===== src/rtl/tx_pcs_pkg.sv =====
// Shared constants and types for the 64b/66b transmit PCS blocks.
// Holds the coded block layout, the scrambler geometry (x^58 + x^39 + 1)
// and the legal sync header values.
package tx_pcs_pkg;

  localparam int LEN_CODED_BLOCK = 66;
  localparam int LEN_SH          = 2;
  localparam int LEN_PAYLOAD     = LEN_CODED_BLOCK - LEN_SH;
  localparam int LEN_SCR_STATE   = 58;

  // State bit positions feeding the scrambler XOR (x^39 and x^58 terms).
  localparam int SCR_TAP_A = 38;
  localparam int SCR_TAP_B = 57;

  localparam logic [LEN_SH-1:0] SH_DATA = 2'b01;
  localparam logic [LEN_SH-1:0] SH_CTRL = 2'b10;

  // One coded block: sync header in the two MSBs, payload bit 0 sent first.
  typedef struct packed {
    logic [LEN_SH-1:0]      sh;
    logic [LEN_PAYLOAD-1:0] payload;
  } codedBlock_t;

  // Any header that is neither data nor control is malformed (00 or 11).
  function automatic logic isBadHeader(input logic [LEN_SH-1:0] sh);
    return !((sh == SH_DATA) || (sh == SH_CTRL));
  endfunction

endpackage


===== src/rtl/tx_scrambler_multilane_if.sv =====
// Streaming interface of the multilane scrambler: input beat channel
// (i_data/i_valid/o_ready) and output beat channel (o_data/o_valid/i_ready).
// Signal names are seen from the scrambler's point of view.
interface tx_scrambler_multilane_if #(
  parameter int NBLOCKS         = 2,
  parameter int LEN_CODED_BLOCK = 66
);

  logic [NBLOCKS*LEN_CODED_BLOCK-1:0] i_data;
  logic                               i_valid;
  logic                               o_ready;
  logic [NBLOCKS*LEN_CODED_BLOCK-1:0] o_data;
  logic                               o_valid;
  logic                               i_ready;

  // Scrambler side.
  modport slave (
    input  i_data, i_valid, i_ready,
    output o_ready, o_data, o_valid
  );

  // Upstream/downstream side (encoder and lane distribution).
  modport master (
    output i_data, i_valid, i_ready,
    input  o_ready, o_data, o_valid
  );

endinterface


===== src/rtl/scrambler_block_step.sv =====
// Combinational scrambler step for one 66b block: walks the 64 payload
// bits through the x^58 + x^39 + 1 self-synchronous scrambler, bit 0 first,
// and reports whether the sync header is malformed.
module scrambler_block_step
  import tx_pcs_pkg::*;
(
  input  codedBlock_t              blockIn_i,
  input  logic [LEN_SCR_STATE-1:0] state_i,
  output logic [LEN_PAYLOAD-1:0]   payload_o,
  output logic [LEN_SCR_STATE-1:0] state_o,
  output logic                     shErr_o
);

  logic [LEN_SCR_STATE-1:0] walkState;
  logic [LEN_PAYLOAD-1:0]   scrPayload;
  logic                     scrBit;

  // Serial scrambler unrolled over the payload; each scrambled bit is
  // shifted into the state before the next bit is processed.
  always_comb begin
    walkState  = state_i;
    scrPayload = '0;
    scrBit     = 1'b0;
    for (int i = 0; i < LEN_PAYLOAD; i++) begin
      scrBit        = blockIn_i.payload[i] ^ walkState[SCR_TAP_A] ^ walkState[SCR_TAP_B];
      scrPayload[i] = scrBit;
      walkState     = {walkState[LEN_SCR_STATE-2:0], scrBit};
    end
  end

  assign payload_o = scrPayload;
  assign state_o   = walkState;
  assign shErr_o   = isBadHeader(blockIn_i.sh);

endmodule


===== src/rtl/tx_scrambler_multilane.sv =====
// 64b/66b transmit scrambler handling NBLOCKS coded blocks per beat.
// Headers pass through, payloads are scrambled (or bypassed while the
// scrambler state keeps advancing), malformed headers are counted with
// saturation. One-entry output register with valid/ready handshake.
// Optional feature: define TX_SCRAMBLER_TEST_PATTERN_EN to add i_test_mode,
// which replaces every accepted block with {SH_DATA, 64'h0} so the output
// is the scrambled-zero test pattern.
module tx_scrambler_multilane #(
  parameter int          NBLOCKS         = 2,
  parameter int          LEN_CODED_BLOCK = 66,
  parameter logic [57:0] SEED            = 58'd0,
  parameter int          ERR_CNT_W       = 16
) (
  input  logic                    i_clock,
  input  logic                    i_reset,
  input  logic                    i_enable,
  input  logic                    i_bypass,
  input  logic                    i_seed_load,
`ifdef TX_SCRAMBLER_TEST_PATTERN_EN
  input  logic                    i_test_mode,
`endif
  tx_scrambler_multilane_if.slave bus,
  output logic [ERR_CNT_W-1:0]    o_sh_err_count
);
  import tx_pcs_pkg::*;

  localparam int SUM_W = ERR_CNT_W + 4;

  logic                               testMode;
  logic                               accept;
  logic                               outValid_q;
  logic [NBLOCKS*LEN_CODED_BLOCK-1:0] outData_q;
  logic [NBLOCKS*LEN_CODED_BLOCK-1:0] outData_d;
  logic [LEN_SCR_STATE-1:0]           scrState_q;
  logic [ERR_CNT_W-1:0]               errCount_q;
  logic [ERR_CNT_W-1:0]               errCount_d;
  logic [LEN_SCR_STATE-1:0]           chainState [0:NBLOCKS];
  codedBlock_t                        stepIn     [NBLOCKS];
  logic [LEN_PAYLOAD-1:0]             stepPayload[NBLOCKS];
  logic [NBLOCKS-1:0]                 shErr;
  logic [SUM_W-1:0]                   errAdd;
  logic [SUM_W-1:0]                   errSum;

`ifdef TX_SCRAMBLER_TEST_PATTERN_EN
  assign testMode = i_test_mode;
`else
  assign testMode = 1'b0;
`endif

  assign bus.o_ready    = i_enable && (!outValid_q || bus.i_ready);
  assign accept         = bus.i_valid && bus.o_ready;
  assign bus.o_valid    = outValid_q;
  assign bus.o_data     = outData_q;
  assign o_sh_err_count = errCount_q;

  assign chainState[0] = scrState_q;

  // Block 0 is earliest in time, so the state ripples from block 0 upward.
  // Forced test-pattern blocks carry a legal header and never count as errors.
  for (genvar k = 0; k < NBLOCKS; k++) begin : g_lane
    assign stepIn[k] = testMode ? {SH_DATA, {LEN_PAYLOAD{1'b0}}}
                                : bus.i_data[k*LEN_CODED_BLOCK +: LEN_CODED_BLOCK];

    scrambler_block_step u_step (
      .blockIn_i (stepIn[k]),
      .state_i   (chainState[k]),
      .payload_o (stepPayload[k]),
      .state_o   (chainState[k+1]),
      .shErr_o   (shErr[k])
    );

    assign outData_d[k*LEN_CODED_BLOCK +: LEN_CODED_BLOCK] =
      {stepIn[k].sh, i_bypass ? stepIn[k].payload : stepPayload[k]};
  end

  // Add this beat's malformed-header count and clamp at all-ones.
  always_comb begin
    errAdd = '0;
    for (int k = 0; k < NBLOCKS; k++) begin
      errAdd = errAdd + SUM_W'(shErr[k]);
    end
    errSum     = SUM_W'(errCount_q) + errAdd;
    errCount_d = (errSum > SUM_W'({ERR_CNT_W{1'b1}})) ? {ERR_CNT_W{1'b1}}
                                                      : errSum[ERR_CNT_W-1:0];
  end

  // Output register, scrambler state and error counter; a seed load in the
  // same cycle as an accept lets the beat use the old state but wins the update.
  always_ff @(posedge i_clock or posedge i_reset) begin
    if (i_reset) begin
      outData_q  <= '0;
      outValid_q <= 1'b0;
      scrState_q <= SEED;
      errCount_q <= '0;
    end else begin
      if (accept) begin
        outData_q  <= outData_d;
        outValid_q <= 1'b1;
        errCount_q <= errCount_d;
      end else if (bus.i_ready) begin
        outValid_q <= 1'b0;
      end
      if (i_seed_load) begin
        scrState_q <= SEED;
      end else if (accept) begin
        scrState_q <= chainState[NBLOCKS];
      end
    end
  end

endmodule


===== src/flat_wrapper.sv =====
// flat-port wrapper written by rule: the top's interface ports become plain ports
module tx_scrambler_multilane_flat import tx_pcs_pkg::*;
#(
  parameter int          NBLOCKS         = 2,
  parameter int          LEN_CODED_BLOCK = 66,
  parameter logic [57:0] SEED            = 58'd0,
  parameter int          ERR_CNT_W       = 16
)
  (i_clock, i_reset, i_enable, i_bypass, i_seed_load, o_sh_err_count, bus_i_data, bus_i_valid, bus_i_ready, bus_o_ready, bus_o_data, bus_o_valid);
  tx_scrambler_multilane_if #(.NBLOCKS(NBLOCKS), .LEN_CODED_BLOCK(LEN_CODED_BLOCK)) bus_i ();
  input  logic i_clock;
  input  logic i_reset;
  input  logic i_enable;
  input  logic i_bypass;
  input  logic i_seed_load;
  output logic [ERR_CNT_W-1:0] o_sh_err_count;
  input wire logic [$bits(bus_i.i_data)-1:0] bus_i_data;
  input wire logic [$bits(bus_i.i_valid)-1:0] bus_i_valid;
  input wire logic [$bits(bus_i.i_ready)-1:0] bus_i_ready;
  output wire logic [$bits(bus_i.o_ready)-1:0] bus_o_ready;
  output wire logic [$bits(bus_i.o_data)-1:0] bus_o_data;
  output wire logic [$bits(bus_i.o_valid)-1:0] bus_o_valid;
  assign bus_i.i_data = bus_i_data;
  assign bus_i.i_valid = bus_i_valid;
  assign bus_i.i_ready = bus_i_ready;
  assign bus_o_ready = bus_i.o_ready;
  assign bus_o_data = bus_i.o_data;
  assign bus_o_valid = bus_i.o_valid;
  tx_scrambler_multilane #(.NBLOCKS(NBLOCKS), .LEN_CODED_BLOCK(LEN_CODED_BLOCK), .SEED(SEED), .ERR_CNT_W(ERR_CNT_W)) u_core (.i_clock(i_clock), .i_reset(i_reset), .i_enable(i_enable), .i_bypass(i_bypass), .i_seed_load(i_seed_load), .bus(bus_i), .o_sh_err_count(o_sh_err_count));
endmodule

===== config.mk =====
export PLATFORM = sky130hd
export DESIGN_NAME = tx_scrambler_multilane_flat
export DESIGN_NICKNAME = d
export VERILOG_FILES = /design/src/rtl/tx_pcs_pkg.sv /design/src/rtl/tx_scrambler_multilane_if.sv /design/src/rtl/scrambler_block_step.sv /design/src/rtl/tx_scrambler_multilane.sv /design/src/flat_wrapper.sv
export SDC_FILE = /design/constraint.sdc
export NUM_CORES = 1
export LEC_CHECK = 0
export BUFFER_PORTS_ARGS = -buffer_cell sky130_fd_sc_hd__buf_2
export CORE_AREA = 2 2 276 196
export DETAILED_ROUTE_END_ITERATION = 10
export DIE_AREA = 0 0 278 198
export SETUP_SLACK_MARGIN = 0.1
export SYNTH_ARGS = -nofsm -noshare
export SYNTH_HDL_FRONTEND = slang
export SYNTH_HIERARCHICAL = 1
export SYNTH_SLANG_ARGS = --single-unit

===== constraint.sdc =====
create_clock -name i_clock -period 8.65 [get_ports i_clock]
set_input_delay 1.73 -clock i_clock [delete_from_list [all_inputs] [get_ports i_clock]]
set_output_delay 1.73 -clock i_clock [all_outputs]
set_load 0.02 [all_outputs]

== Word level (Yosys, flattened, before mapping) ==
Index checks and enable logic that the tools add are counted.

* Add/sub/neg operators: 2
* $lt $le $gt $ge: 1
* Equal/unequal tests: 4
* Mux-type cells: 7
* Bitwise gates (word level): 256
* Reductions and logical operators: 10

{| class="wikitable"
|+ Operators by type and width
! cell !! count
|-
| 1-bit bitwise XOR || 256
|-
| 64-bit two-way mux || 2
|-
| 58-bit two-way mux || 2
|-
| 16-bit by 20-bit adder with 20-bit output || 1
|-
| 20-bit by 16-bit > comparator with 1-bit output, second input constant || 1
|-
| 16-bit two-way mux || 1
|-
| 2-bit by 1-bit equality test with 1-bit output, second input constant || 2
|-
| 2-bit equality test, second input constant || 2
|-
| 2-bit nonzero test || 2
|-
| 1-bit logical NOT || 3
|-
| 1-bit logical OR || 3
|-
| 1-bit by 1-bit adder with 2-bit output || 1
|-
| 1-bit logical AND || 2
|-
| 1-bit two-way mux || 2
|}

* Flip-flop bits (word level): 207
* Output and inout port bits: 150

== Longest topological paths before layout ==
* Depth in word-level cells: 10
* Depth in mapped cells: 8
* Gate-level depth less buffers: 7

== Hierarchy ==
The synthesis kept the hierarchy.

{| class="wikitable"
|+ By module, submodules not included
! module !! times used !! cells an instance !! area an instance (µm²)
|-
| tx_scrambler_multilane || 1 || 923 || 9136.3
|-
| scrambler_block_step || 2 || 182 || 1916.8
|}

== Worst setup path before layout ==
OpenSTA, ideal clock, no wires.

* Path kind: input port to output port
* Start: in bus_i_ready
* End: out bus_o_ready
* Data arrival time: 2.121 ns
* Slack: 4.799 ns
* Stages: 2
* Path buffers: 0
* Cells stage by stage: nand2b_1 -> and2_1

* Cells in the longest elaborated chain, start to end: 2

{| class="wikitable"
|+ RTL lines
! what !! line !! RTL
|-
| start: declaration || flat_wrapper.sv:19 || <nowiki>input wire logic [$bits(bus_i.i_ready)-1:0] bus_i_ready;</nowiki>
|-
| 1-bit logical OR || tx_scrambler_multilane.sv:50 || <nowiki>assign bus.o_ready = i_enable && (!outValid_q || bus.i_ready);</nowiki>
|-
| 1-bit logical AND || tx_scrambler_multilane.sv:50 ||
|-
| end: declaration || flat_wrapper.sv:20 || <nowiki>output wire logic [$bits(bus_i.o_ready)-1:0] bus_o_ready;</nowiki>
|}

No other way between the ends.

== Final worst setup path ==
Same ends and word-level chain as after synthesis.

==> run metrics <==
outcome complete, no violations; vias per cell between 4 and 5; pin count of the biggest net entering global routing roughly 130; internal cell power 3940 µW; Starting Density 0.245; synthesis-to-layout area growth 16.4%; Hold-fix buffers, CTS 0; gr usage total 0.173; clock sink total 207; cell accounting for the most synthesized area dfrtp_1; Die Ht ~200 µm; first-pass GRT wire length roughly 69 mm; Combinational Power Share 0.600; Async SR Flop Fraction 1.00; Ys Warns 6; PortBufs between 200 and 300; GPL Wtd Cong 0.831; Crit path top cell by count buf_2; R2R cell count 6; H-tree depth 1; Synth area leaders dfrtp_1, xnor2_1, mux2i_1; endpoints failing setup 0; clock share of power 0.162; post-synthesis cell type count 35; crit path max fanout 4; antenna viol nets, final 0; Post-DP HPWL 38.2 mm; Yosys reg bits roughly 210; r2r endpoint u_core/bus.o_data[124]; final WL ~49 mm; I/O pin cnt just under 300; Setup Total Neg Slack 0 ns; DRT Pass-1 Iters 5; chip width around 280 µm; Iter 0 DRT Violations 680; critical path arrival 2.41 ns; Post-CTS Setup Inserts 0; gate count after technology mapping 1287; Final nets ~1600; row cnt a little over 70; Post-CTS Resized 0; Worst Setup End Kind output pin; layout cell share with drive strength beyond 1 0.248; Place WS ~4.5 ns; CP Depth 4; clock latency at the later pin of the worst-skew pair 0.55 ns; end of the critical path bus_o_ready; Routed wire per std cell between 20 and 25 µm; TritonCTS Buffers 25; Buf/Inv on CP 2; WS Path Type in2out; CP Cell Sequence buf_2, nand2b_1, and2_1, buf_2; Final Max Tran Viols 0; CTS tree done; CP required between 6 and 7 ns; Flop pwr share 0.237; Main synth FF type dfrtp_1; Critical Path Source Type input port; min Tclk post-route approximately 4.1 ns; clock root cell clkbuf_16; Worst R2R Start u_core/scrState_q[52]; CP top delay family simple AND/OR/NAND/NOR gates; worst hold path type reg2reg; switching part of the total 0.458; Seq/Total Area, Yosys 0.399; Tcrit/Tclk final 0.478; fmax approximately 0.24 GHz; Core Area 0.0529 mm²; Die ar. around 0.055 mm²; cell with the most instances after synthesis nand2_1; GR Overflow Total 0; CP startpoint bus_i_ready; Mean Syn Cell Area slightly above 10 µm²; Commonest cells post-synth nand2_1, dfrtp_1, xnor2_1, o21ai_0, mux2i_1; Final WS setup about 4.5 ns; Mapped Nets 1429; Pwr per Cell Area 481 mW/mm²; antenna violations before repair 12; maxcap violations 0; Final Hold Vio Count 0; CTS Buffer Depth 3; Layout Skew roughly 0.018 ns; Least-Margin Pin Slew around 1.1 ns; Lkg Pwr around 0.0073 µW; Min Hold Slack roughly 0.48 ns; Via Count approximately 9600; Remaining DRCs 0; relative slew slack 0.258; Worst path slowest cell nand2b_1; Sw Pwr between 3000 and 4000 µW; vias in the first global route slightly below 10000; reg2reg setup slack between 6 and 7 ns; Clk pin slew, worst setup/hold paths about 0.06 ns; RSZ-0062 raised after global routing no; VDD IR max 0.151 mV; number of flops mapped to enable cells by yosys 0; Critical Path Max Stage Delay approximately 0.22 ns; top-area cell type share of the netlist area 0.399; synthesized area between 0.01 and 0.015 mm²
## cell type report
class | count | area (µm²)
inverter | 1 | 11.3
clock inverter | 11 | 186
timing repair buffer | 295 | 1500
tap | 693 | 867
multi-input combinational | 896 | 6640
antenna | 1 | 2.50
clock buffer | 34 | 709
sequential | 207 | 5180
fill | 5608 | 37800
## per-layer routing
layer | part of all wire | GRT usage
met3 | 0.067 | 0.0481
met4 | 0.024 | 0.0390
met5 | 0.0022 | 0
met1 | 0.45 | 0.235
met2 | 0.45 | 0.274
## worst min-delay path: cells and delay by family (launching register included)
kind               cells  cell delay, ns
AOI/OAI and AO/OA      1            0.06
DFF                    1            0.34
and+or+nand+nor        1            0.04
## power groups by stage
stage | clock network [µW] | logic, µW | registers, µW
floorplan | 0 | 3930 | 1950
global placement | 0 | 4340 | 1730
detailed placement | 0 | 4390 | 1740
CTS | 1210 | 4410 | 1720
global route | 1250 | 4670 | 1780
finish | 1180 | 4360 | 1720
## worst min path at each step
stage,start,endpoint,cells past startpoint,slack [ns]
6_report,u_core/bus.o_data[73],u_core/bus.o_data[73],2,0.48
5_1_grt,u_core/bus.o_data[130],u_core/bus.o_data[130],2,0.50
4_1_cts,u_core/bus.o_data[80],u_core/bus.o_data[80],2,0.48
3_5_place_dp,u_core/bus.o_data[80],u_core/bus.o_data[80],2,0.47
3_3_place_gp,u_core/bus.o_data[130],u_core/bus.o_data[130],2,0.46
2_1_floorplan,u_core/scrState_q[39],u_core/scrState_q[39],2,0.52
## per-stage QoR
| step | area [µm²] | utilization | power (µW) | std cells |
|---|---|---|---|---|
| after floorplan | 13000 | - | 5880 | 1287 |
| after global placement | 14200 | 0.269 | 6070 | 2092 |
| after detailed placement | 14200 | 0.269 | 6120 | 2092 |
| after CTS | 15100 | 0.286 | 7340 | 2137 |
| after global routing | 15100 | 0.286 | 7690 | 2137 |
| final | 15100 | 0.286 | 7260 | 2138 |
## logic make-up after synthesis
family,count (synthesis),share of synthesized area
AND/OR/NAND/NOR,319,0.100
XOR/XNOR,251,0.231
flip-flops,207,0.399
AO/OA/AOI/OAI,192,0.0752
buffers and inverters,184,0.0896
multiplexers,131,0.101
adder cells (fa/ha/maj),3,0.00347
## state kept, by name, indices dropped and copies added (netlist names)
register,cells
u_core/bus.o_data,132
u_core/o_sh_err_count,16
u_core/bus.o_valid,1
u_core/scrState_q,58
## placed cells by master, fill, tap and decap left out, drive strengths merged
cell / synthesis / routed
nor4b: 1 / 1
nor4: 5 / 5
or3: 4 / 4
nor2b: 1 / 1
ha: 2 / 2
or4: 5 / 5
and4: 1 / 1
xnor2: 162 / 162
dfrtp: 207 / 207
clkinv: 0 / 5
bufinv: 0 / 5
a21oi: 58 / 58
clkbuf: 47 / 34
buf: 136 / 295
or2: 1 / 1
nor3: 1 / 1
mux2i: 128 / 128
o21ai: 129 / 129
xnor3: 38 / 38
xor2: 39 / 39
inv: 1 / 1
nor2: 1 / 1
nand2b: 1 / 1
mux2: 3 / 3
o31ai: 4 / 4
nand3: 17 / 17
fa: 1 / 1
nand3b: 1 / 1
xor3: 12 / 12
a21bo: 1 / 1
clkinvlp: 0 / 1
nand2: 278 / 278
and2: 2 / 2
diode: 0 / 1
Power figures use the tool's default switching activity.
